$ cat config.mk
export PLATFORM = sky130hd
export DESIGN_NAME = panel_i2c_target
export DESIGN_NICKNAME = d
export VERILOG_FILES = /design/src/rtl/panel_i2c_target.sv
export SDC_FILE = /design/constraint.sdc
export NUM_CORES = 1
export LEC_CHECK = 0
export ABC_AREA = 1
export CAP_MARGIN = 40
export CELL_PAD_IN_SITES_DETAIL_PLACEMENT = 0
export CELL_PAD_IN_SITES_GLOBAL_PLACEMENT = 1
export CORE_UTILIZATION = 41
export DETAILED_ROUTE_END_ITERATION = 12
export PLACE_DENSITY = 0.77
export SYNTH_ARGS = -nofsm -noshare
export SYNTH_HDL_FRONTEND = slang
export SYNTH_SLANG_ARGS = --single-unit
$ cat constraint.sdc
create_clock -name clk -period 1.65 [get_ports clk]
set_input_delay 0.165 -clock clk [delete_from_list [all_inputs] [get_ports clk]]
set_output_delay 0.165 -clock clk [all_outputs]
set_load 0.05 [all_outputs]
$ cat src/rtl/panel_i2c_target.sv
// panel_i2c_target: I2C target giving the HPS byte-wide access to the front-panel register file.
// SCL/SDA are synchronized and glitch-filtered before feeding the START/STOP detector and transaction FSM.
module panel_i2c_target #(
  parameter logic [6:0] ADDR   = 7'h42,
  parameter int         FILTER = 3
) (
  input  logic       clk,
  input  logic       reset,
  input  logic       scl_i,
  input  logic       sda_i,
  output logic       sda_oe,
  output logic [7:0] reg_addr,
  output logic [7:0] reg_wdata,
  output logic       reg_we,
  output logic       reg_re,
  input  logic [7:0] reg_rdata,
  output logic       busy
);

  typedef enum logic [3:0] {
    S_IDLE, S_ADDR, S_IGNORE, S_ADDR_ACK, S_PTR, S_PTR_ACK,
    S_WDATA, S_WDATA_ACK, S_RDATA, S_MACK
  } state_t;

  logic [1:0] sclSync_q, sdaSync_q;
  logic [7:0] sclCnt_q, sdaCnt_q;
  logic       sclF_q, sdaF_q, sclPrev_q, sdaPrev_q;

  state_t     state_q, state_d;
  logic [3:0] bitCnt_q, bitCnt_d;
  logic [7:0] shift_q, shift_d;
  logic [7:0] regAddr_q, regAddr_d;
  logic [7:0] regWdata_q, regWdata_d;
  logic       rw_q, rw_d;
  logic       sdaOe_q, sdaOe_d;
  logic       regWe_q, regWe_d;
  logic       regRe_q, regRe_d;
  logic       busy_q, busy_d;
  logic       rdLoad_q;

  logic       sclRise, sclFall, startCond, stopCond;
  logic [7:0] rxByte;

  // The filtered level only follows the synced level once it has disagreed for FILTER cycles in a row.
  always_ff @(posedge clk) begin
    if (reset) begin
      sclSync_q <= 2'b11;
      sdaSync_q <= 2'b11;
      sclCnt_q  <= '0;
      sdaCnt_q  <= '0;
      sclF_q    <= 1'b1;
      sdaF_q    <= 1'b1;
      sclPrev_q <= 1'b1;
      sdaPrev_q <= 1'b1;
    end else begin
      sclSync_q <= {sclSync_q[0], scl_i};
      sdaSync_q <= {sdaSync_q[0], sda_i};
      sclPrev_q <= sclF_q;
      sdaPrev_q <= sdaF_q;
      if (sclSync_q[1] == sclF_q) begin
        sclCnt_q <= '0;
      end else if (sclCnt_q == 8'(FILTER - 1)) begin
        sclF_q   <= sclSync_q[1];
        sclCnt_q <= '0;
      end else begin
        sclCnt_q <= sclCnt_q + 8'd1;
      end
      if (sdaSync_q[1] == sdaF_q) begin
        sdaCnt_q <= '0;
      end else if (sdaCnt_q == 8'(FILTER - 1)) begin
        sdaF_q   <= sdaSync_q[1];
        sdaCnt_q <= '0;
      end else begin
        sdaCnt_q <= sdaCnt_q + 8'd1;
      end
    end
  end

  assign sclRise   = sclF_q & ~sclPrev_q;
  assign sclFall   = ~sclF_q & sclPrev_q;
  assign startCond = sclF_q & sclPrev_q & sdaPrev_q & ~sdaF_q;
  assign stopCond  = sclF_q & sclPrev_q & ~sdaPrev_q & sdaF_q;
  assign rxByte    = {shift_q[6:0], sdaF_q};

  always_ff @(posedge clk) begin
    if (reset) begin
      state_q    <= S_IDLE;
      bitCnt_q   <= '0;
      shift_q    <= '0;
      regAddr_q  <= '0;
      regWdata_q <= '0;
      rw_q       <= 1'b0;
      sdaOe_q    <= 1'b0;
      regWe_q    <= 1'b0;
      regRe_q    <= 1'b0;
      busy_q     <= 1'b0;
      rdLoad_q   <= 1'b0;
    end else begin
      state_q    <= state_d;
      bitCnt_q   <= bitCnt_d;
      shift_q    <= shift_d;
      regAddr_q  <= regAddr_d;
      regWdata_q <= regWdata_d;
      rw_q       <= rw_d;
      sdaOe_q    <= sdaOe_d;
      regWe_q    <= regWe_d;
      regRe_q    <= regRe_d;
      busy_q     <= busy_d;
      rdLoad_q   <= regRe_q;
    end
  end

  // ACK states use sdaOe_q as the phase marker: first SCL fall drives the ACK, second fall ends it.
  always_comb begin
    state_d    = state_q;
    bitCnt_d   = bitCnt_q;
    shift_d    = shift_q;
    regAddr_d  = regAddr_q;
    regWdata_d = regWdata_q;
    rw_d       = rw_q;
    sdaOe_d    = sdaOe_q;
    regWe_d    = 1'b0;
    regRe_d    = 1'b0;
    busy_d     = busy_q;
    if (rdLoad_q) shift_d = reg_rdata;
    if (stopCond) begin
      state_d  = S_IDLE;
      bitCnt_d = '0;
      sdaOe_d  = 1'b0;
      busy_d   = 1'b0;
    end else if (startCond) begin
      state_d  = S_ADDR;
      bitCnt_d = '0;
      sdaOe_d  = 1'b0;
    end else begin
      case (state_q)
        S_ADDR, S_PTR, S_WDATA: begin
          if (sclRise) begin
            shift_d  = rxByte;
            bitCnt_d = bitCnt_q + 4'd1;
            if (bitCnt_q == 4'd7) begin
              bitCnt_d = '0;
              if (state_q == S_PTR) begin
                state_d = S_PTR_ACK;
              end else if (state_q == S_WDATA) begin
                state_d    = S_WDATA_ACK;
                regWdata_d = rxByte;
                regWe_d    = 1'b1;
              end else if (rxByte[7:1] == ADDR) begin
                state_d = S_ADDR_ACK;
                busy_d  = 1'b1;
                rw_d    = rxByte[0];
                regRe_d = rxByte[0];
              end else begin
                state_d = S_IGNORE;
                busy_d  = 1'b0;
              end
            end
          end
        end
        S_ADDR_ACK, S_PTR_ACK, S_WDATA_ACK: begin
          if (sclFall) begin
            if (!sdaOe_q) begin
              sdaOe_d = 1'b1;
            end else if (state_q == S_ADDR_ACK && rw_q) begin
              state_d = S_RDATA;
              sdaOe_d = ~shift_q[7];
            end else begin
              sdaOe_d = 1'b0;
              if (state_q == S_ADDR_ACK) state_d = S_PTR;
              else state_d = S_WDATA;
              if (state_q == S_PTR_ACK) regAddr_d = shift_q;
              if (state_q == S_WDATA_ACK) regAddr_d = regAddr_q + 8'd1;
            end
          end
        end
        S_RDATA: begin
          if (sclRise) begin
            bitCnt_d = bitCnt_q + 4'd1;
          end else if (sclFall) begin
            if (bitCnt_q == 4'd0) begin
              sdaOe_d = ~shift_q[7];
            end else if (bitCnt_q == 4'd8) begin
              sdaOe_d  = 1'b0;
              bitCnt_d = '0;
              state_d  = S_MACK;
            end else begin
              shift_d = {shift_q[6:0], 1'b0};
              sdaOe_d = ~shift_q[6];
            end
          end
        end
        S_MACK: begin
          if (sclRise) begin
            if (!sdaF_q) begin
              regAddr_d = regAddr_q + 8'd1;
              regRe_d   = 1'b1;
              state_d   = S_RDATA;
            end else begin
              state_d = S_IGNORE;
              busy_d  = 1'b0;
            end
          end
        end
        S_IGNORE: sdaOe_d = 1'b0;
        default: ;
      endcase
    end
  end

  assign sda_oe    = sdaOe_q;
  assign reg_addr  = regAddr_q;
  assign reg_wdata = regWdata_q;
  assign reg_we    = regWe_q;
  assign reg_re    = regRe_q;
  assign busy      = busy_q;

endmodule
== Yosys cells after proc, flatten, opt, wreduce, memory -nomap -nowiden ==
Cells that the tools add are included.
Storage, ports and cells
  output and inout bits: 20
  ROM bits: 0
  input bits: 12
  word-level logic and storage cells: 180
  bits in latches: 0
  register bits after elaboration: 62
  RAM bits: 0
  memories kept: 0
Operators by class
  shift-type cells: 0
  multipliers: 0
  order comparisons: 0
  mux-type cells: 66
  add/subtract/negate cells: 4
  bitwise gates (word level): 22
  reduce and logical (&&, ||, !) cells: 25
  div/mod/pow operators: 0
  equality and inequality tests: 43
Operator list (count)
  8-bit two-way mux: 15
  4-bit two-way mux: 17
  3-bit != test, second input constant: 13
  8-bit case mux with 2 select lines: 2
  2-bit != test, second input constant: 14
  8-bit by 1-bit adder with 8-bit output, second input constant: 3
  1-bit two-way mux: 24
  4-bit by 3-bit == test with 1-bit output, second input constant: 5
  10-bit AND reduction: 2
  8-bit by 2-bit == test with 1-bit output, second input constant: 2
  4-bit case mux with 4 select lines: 1
  8-bit AND reduction: 2
  1-bit NOT: 15
  3-bit OR reduction: 5
  4-bit == test, second input constant: 3
  9-bit AND reduction: 1
  4-bit by 2-bit == test with 1-bit output, second input constant: 2
  4-bit case mux with 2 select lines: 1
  1-bit AND: 7
  7-bit == test, second input constant: 1
  7-bit AND reduction: 1
  7-bit OR reduction: 1
  3-bit two-way mux: 2
  2-bit nonzero test: 3
  other kinds (15): 18

== Logic depth before layout (Yosys ltp) ==
Gate-level depths: netlist of the first run.
  depth after elaboration: 8
  depth in mapped cells: 13
  gate-level depth less buffers: 13

== Least setup slack after synthesis of the first run ==
No wires, ideal clock.
  kind: register -> register
  start: register regAddr_q[2] (netlist: reg_addr[2])
  end: register regAddr_q[7] (netlist: reg_addr[7])
  slack: -0.011 ns
  library setup time: 0.130 ns
  cell stages (with the launch flop): 8
  clock period less this slack: 1.661 ns
  data arrival time: 1.532 ns
  cell sequence: dfxtp_1 > nand3_1 > nor3_1 > nand3_1 > nand2_1 > nand3_1 > nand3_2 > a21oi_2
On the way
  cells in the longest elaborated chain, start to end: 6
Ends and longest elaborated chain
  start, declared: line 32  | logic [7:0] regAddr_q, regAddr_d;
  start signal, assigned: line 102  | regAddr_q <= regAddr_d;
  8-bit by 1-bit adder with 8-bit output (*): line 173, 196
  8-bit two-way mux: line 173  | if (state_q == S_WDATA_ACK) regAddr_d = regAddr_q + 8'd1;
  8-bit two-way mux: line 165  | end else if (state_q == S_ADDR_ACK && rw_q) begin
  8-bit two-way mux: line 163  | if (!sdaOe_q) begin
  8-bit two-way mux: line 162  | if (sclFall) begin
  8-bit case mux with 2 select lines (*): line 136  | case (state_q)
Mark *: on every way between the ends. The rest lies on a longest branch, timed or not. The select of a mux whose other input is x is not followed.
A chain may end at the register's enable or synchronous reset.

== Worst setup path in the final report of the first run ==
  start: register sclF_q
  end: register shift_q[3]
On the way
  cells in the longest elaborated chain, start to end: 7
Ends and longest elaborated chain
  start, declared: line 27  | logic sclF_q, sdaF_q, sclPrev_q, sdaPrev_q;
  start signal, assigned: line 63  | sclF_q <= sclSync_q[1];
  1-bit NOT: line 80  | assign sclFall = ~sclF_q & sclPrev_q;
  1-bit AND: line 80
  8-bit two-way mux: line 180  | end else if (sclFall) begin
  8-bit two-way mux: line 178  | if (sclRise) begin
  8-bit case mux with 2 select lines: line 136
  8-bit two-way mux: line 131  | end else if (startCond) begin
  8-bit two-way mux (*): line 126  | if (stopCond) begin
  end signal, assigned: line 101  | shift_q <= shift_d;
  end, declared: line 31  | logic [7:0] shift_q, shift_d;
Mark *: on every way between the ends. The rest lies on a longest branch, timed or not.

==> results.ini, run 1 <==
[status]
status=finished clean

[setup_path]
end_kind=flip-flop
cpPeakStageDelay_ps=370
crit_type=reg -> reg
path_cells=buf_4 > inv_1 > ha_1 > inv_2 > nor2_2 > o21ai_2 > buf_4 > nand2_2 > nand3_4 > o22ai_2
slowest_stage=dfxtp_4
start_kind=flip-flop
arrival_ps=1860
path_max_fanout=7
required_ps=1920
crit_path_frequent_cell=buf_4
reg2reg_slack_ps=50

[synth]
yosysWarnings=0
synth_cell_types=38
synth_area_per_cell_sq_um=7.32
synth_edf_count=0
syn_area_sq_um=3240
yosys_most_used_dff=dfxtp_1
synth_seq_cells=62
async_flop_share_pct=0
seq_area_frac_synth_pct=38.3
synth_cells=443
syn_nets=465

[floorplanning]
io_pins=32
die_width_microns=90.9
start_util_pct=42.2
rows=32
dieHeight_microns=90.9
core_sq_um=7690
dieArea_sq_um=8270

[finish]
drive_gt1_share_pct=31.2
diodes=0
mostFrequentLayoutCell=nand2_1
area_growth_pct=34.1
nets=541
final_cell_area_sq_um=4350
final_cell_mix=60 x nand2_1, 53 x dfxtp_1, 51 x inv_1, 50 x buf_4, 45 x nor2_1

[clock_network]
cts_sinks=62
cts_tree=done
numCtsBuffers=9
root_buffer=clkbuf_8
ctsHoldBuffers=0
clk_pin_slew_ps=70
clockBufferDepth=2
htree_num_levels=3
clock_latency_ps=340

[sta]
whs_ps=404
skew_ps=6.78
clock.fmax_mhz=626
hold_viol=0
fin_tns_setup_ps=0
fin_crit_ps=1600
period_share_pct=96.8
relSlewSlack_pct=66.8
worstMarginPinSlew_ps=497
setup_viol=0
slew_violations=0
rsz0062_at_grt=true

[place]
io_buffers=31
dp_hpwl_mm=6.09
dpl_cell_area_sq_um=3860
place.gp.congestion=0.875

[hold_path]
hold_class=in -> reg

[route]
routed-via-count=3100
drt_first_iter_violations=99
wl_per_cell_microns=13.4
antenna_left=0
wirelength_mm=8.33
firstDrtPassIters=4
drc=0
via_per_inst=4.97

[grt]
grt_pass1_vias=2896
track_usage_pct=20.7
grt_pass1_wl_mm=13.6
grt_overflow_total=0
grt_max_degree=17
antenna_found_initial=0

[power]
ir_drop_v=0.000569
p_leak_nw=1.90
powerDensity_nw_per_um2=958

[job]
drv_cap=0

## path summary, 6_finish.rpt
check                                  start           end  depth (start not counted)
worst min register to register  sclSync_q[0]  sclSync_q[1]                          1
worst max register to register        sclF_q    shift_q[3]                         10
worst min-delay path                   scl_i  sclSync_q[0]                          2
worst max-delay path                  sclF_q    shift_q[3]                         10
## sequential cells by signal, indices dropped and copies added, names as in the netlist
signal     cells
shift_q        8
reg_addr       8
bitCnt_q       4
sdaF_q         1
sda_oe         1
reg_wdata      8
sdaSync_q      2
state_q        4
reg_re         1
rw_q           1
sdaPrev_q      1
sclPrev_q      1
sclCnt_q       8
rdLoad_q       1
busy           1
sclSync_q      2
sdaCnt_q       8
reg_we         1
sclF_q         1
## what timing repair did
item	4_1_cts	5_1_grt
pin swaps	0	17
endpoints found under the setup margin	19	36
cloned	0	2
setup buffers	0	7
gates resized for setup	9	62
## layout make-up
cell class | instances | area, sq um
clock inverters | 4 | 73.8
flip-flops and latches | 62 | 1250
repair inverters | 2 | 11.3
fillers | 746 | 3340
inverters | 66 | 263
clock buffers | 10 | 128
well taps | 102 | 128
multi-input cells | 310 | 1900
repair buffers | 68 | 589
## worst max-delay path: cells and delay by family (launching register included)
| kind | cells | cell delay (ps) |
|---|---|---|
| AOI/OAI and AO/OA | 2 | 270 |
| adders and majority gates | 1 | 170 |
| buffers and inverters | 4 | 380 |
| DFF | 1 | 370 |
| and+or+nand+nor | 3 | 340 |
## cell families (layout without fill, tap and decap cells)
family,count (synthesis),count (layout),share of synthesized area [%]
and+or+nand+nor,205,205,31.6
adders and majority gates,10,10,3.86
AOI/OAI and AO/OA,88,88,15.6
buffers and inverters,71,150,8.76
DFF,62,62,38.3
xor gates and xnor gates,7,7,1.89
## synth_stat cells, types with 7 or more instances
cell	number	area, sq um
dfxtp_1	62	1240
o21ai_0	37	185
o22ai_1	8	50.1
nand2_2	7	43.8
a21oi_1	22	110
nand2_1	73	274
inv_2	8	30.0
nor3_1	10	50.1
nor2_1	49	184
nand3_1	28	140
inv_1	57	214
ha_1	10	125
## power breakdown
| group | switching (W) | internal, W | total (W) |
|---|---|---|---|
| combinational | 0.000634 | 0.000460 | 0.00109 |
| sequential | 0.0000755 | 0.00156 | 0.00164 |
| clock | 0.000596 | 0.000835 | 0.00143 |
## metrics by stage
| step | total power, W | setup WS [ps] | instances | utilization [%] |
|---|---|---|---|---|
| CTS | 0.00398 | 2.34 | 615 | 53.2 |
| floorplan | 0.00225 | 22.3 | 443 | - |
| finish | 0.00416 | 53.3 | 624 | 56.5 |
| detailed placement | 0.00254 | -56.8 | 601 | 50.2 |
| global placement | 0.00253 | -1.98 | 601 | 50.2 |
| global route | 0.00438 | -63.5 | 624 | 56.5 |
## metal layers
metal / global-route usage (%) / up-vias / part of all wire [%]
li1: - / 1608 / -
met1: 27.9 / 1437 / 49
met2: 32.8 / 44 / 47
met3: 3.70 / 11 / 2.6
met4: 8.33 / 0 / 1.7
met5: 0 / - / 0
No activity file was read; power rests on OpenSTA's default activity.
==> run 2, diff against run 1 <==
--- a/config.mk
+++ b/config.mk
@@ -9,9 +9,9 @@
 export CAP_MARGIN = 40
 export CELL_PAD_IN_SITES_DETAIL_PLACEMENT = 0
 export CELL_PAD_IN_SITES_GLOBAL_PLACEMENT = 1
-export CORE_UTILIZATION = 41
+export CORE_UTILIZATION = 25
 export DETAILED_ROUTE_END_ITERATION = 12
-export PLACE_DENSITY = 0.77
+export PLACE_DENSITY = 0.5
 export SYNTH_ARGS = -nofsm -noshare
 export SYNTH_HDL_FRONTEND = slang
 export SYNTH_SLANG_ARGS = --single-unit
==> run 2 against run 1 <==
Net effect:
- count of clock-buffer cells in the layout up 1
- cell count increased by 12%
- core utilization shrank 21 points
- final area grew 3.3%
- clock skew is essentially flat
- via count shrank 1.5%
- sequential share of layout area is 1.0 points lower
- largest power group is now clock
- highest routed layer unchanged
==> results.ini, run 2 (synthesis gave the netlist of run 1 again) <==
[status]
status=finished clean

[place]
dp_hpwl_mm=7.00
place_inst=677
io_buffers=31
place.gp.congestion=0.754

[clock_network]
htree_num_levels=3
clockBufferDepth=2
ctsHoldBuffers=0
cts_sinks=62
root_buffer=clkbuf_16
cts_tree=done
numCtsBuffers=9
clk_pin_slew_ps=60
clock_latency_ps=330

[power]
p_comb_share_pct=24.5
p_total_w=0.00468
ir_drop_v=0.000553
p_int_w=0.00326
seqPwrFrac_pct=34.6
p_clk_share_pct=41.0
powerDensity_nw_per_um2=1040
switching_share_pct=30.4
netSwitchingPower_w=0.00142
p_leak_nw=1.98

[sta]
clock.fmax_mhz=641
relSlewSlack_pct=66.1
setup_viol=0
worstMarginPinSlew_ps=508
hold_viol=0
period_share_pct=94.5
fin_crit_ps=1560
skew_ps=7.12
slew_violations=0

[setup_path]
arrival_ps=1770
crit_type=reg -> reg
start_kind=flip-flop
required_ps=1860
slowest_stage=dfxtp_1
crit_path_frequent_cell=inv_1
path_cells=inv_1 > buf_4 > nand3_2 > nor2_4 > buf_12 > nand2_1 > o21ai_0 > inv_1 > o21ai_4 > nor2_1
path_max_fanout=6
cpPeakStageDelay_ps=330
end_kind=flip-flop

[finish]
final_cells=699
diodes=0
area_growth_pct=38.5
mostFrequentLayoutCell=nand2_1
final_cell_mix=68 x nand2_1, 55 x dfxtp_1, 55 x buf_4, 53 x inv_1, 46 x nor2_1
nets=544
drive_gt1_share_pct=28.7

[floorplanning]
dieHeight_microns=116
rows=41
dieArea_sq_um=13400
die_width_microns=116
io_pins=32
core_sq_um=12600
start_util_pct=25.7

[grt]
grt_max_degree=17
grt_overflow_total=0
track_usage_pct=14.9
grt_pass1_vias=2954
grt_pass1_wl_mm=15.1
antenna_found_initial=0

[route]
drc=0
wirelength_mm=9.33
via_per_inst=4.37
drt_first_iter_violations=67
routed-via-count=3055
wl_per_cell_microns=13.3
antenna_left=0
firstDrtPassIters=4

[job]
drv_cap=0

[hold_path]
hold_class=in -> reg

[run 2: cell types whose count changed in the layout (fill, tap and decap cells not counted), moves of 5 or more]
cell,previous run,this run
clkbuf_16,0,9
clkbuf_8,9,1
nand2_1,60,68
nand2_2,19,11
o22ai_1,2,8
o22ai_2,6,0
buf_4,50,55
[run 2: repair_timing]
item | CTS | global route
gates cloned | 0 | 2
resized for setup | 6 | 45
pin swaps | 1 | 15
buffers inserted | 0 | 4
setup endpoints to repair | 12 | 34
[run 2: cell type report]
type / count / area [sq um]
Clock buffer: 11 / 243
Clock inverter: 5 / 58.8
Fill cell: 1403 / 8130
Inverter: 66 / 260
Multi-Input combinational cell: 310 / 1850
Sequential cell: 62 / 1250
Tap cell: 172 / 215
Timing Repair Buffer: 71 / 599
Timing Repair inverter: 2 / 12.5
[run 2: worst max-delay path: cells and delay by family, from the launching register on]
family	cells	cell delay, ps
AND/OR/NAND/NOR	4	420
AO/OA/AOI/OAI	2	280
buffers and inverters	4	410
flip-flops	1	330
[run 2: final timing paths]
path / depth (start not counted) / slack [ps] / end / startpoint
worst max-delay path: 10 / 90 / bitCnt_q[0] / state_q[1]
worst min-delay path: 2 / 410 / sdaSync_q[0] / sda_i
worst max register to register: 10 / 90 / bitCnt_q[0] / state_q[1]
worst min register to register: 1 / 410 / sdaSync_q[1] / sdaSync_q[0]
[run 2: through the flow]
| step | cell area (sq um) | util [%] | worst slack [ps] | TNS [ps] | hold WS (ps) |
|---|---|---|---|---|---|
| after floorplan | 3240 | - | 22.3 | 0 | 269 |
| after global placement | 3980 | 31.5 | -100 | -765 | 400 |
| after detailed placement | 3980 | 31.5 | -114 | -785 | 399 |
| after CTS | 4300 | 34.1 | 4.04 | 0 | 397 |
| after global routing | 4490 | 35.6 | -4.96 | -8.55 | 406 |
| final | 4490 | 35.6 | 91.0 | 0 | 408 |
[run 2: per-layer routing]
metal  GRT usage [%]  up-vias  part of all wire, %
met2            23.7       32                   47
li1                -     1618                    -
met1            19.8     1399                   50
met4            4.62        0                 0.69
met3            3.50        6                  2.7
met5               0        -                    0
[run 2: power groups by stage]
stage               Sequential (W)  Combinational [W]  Clock [W]
CTS                        0.00161           0.000966    0.00197
finish                     0.00162            0.00114    0.00192
global route               0.00163            0.00125    0.00205
global placement           0.00164           0.000964          0
detailed placement         0.00164           0.000956          0
floorplan                  0.00170           0.000553          0
==> run 3, diff against run 2 <==
--- a/config.mk
+++ b/config.mk
@@ -6,7 +6,7 @@
 export NUM_CORES = 1
 export LEC_CHECK = 0
 export ABC_AREA = 1
-export CAP_MARGIN = 40
+export CAP_MARGIN = 20
 export CELL_PAD_IN_SITES_DETAIL_PLACEMENT = 0
 export CELL_PAD_IN_SITES_GLOBAL_PLACEMENT = 1
 export CORE_UTILIZATION = 25
==> results of run 3 <==
The final DEF is identical to that of run 2; final timing and power are the same.
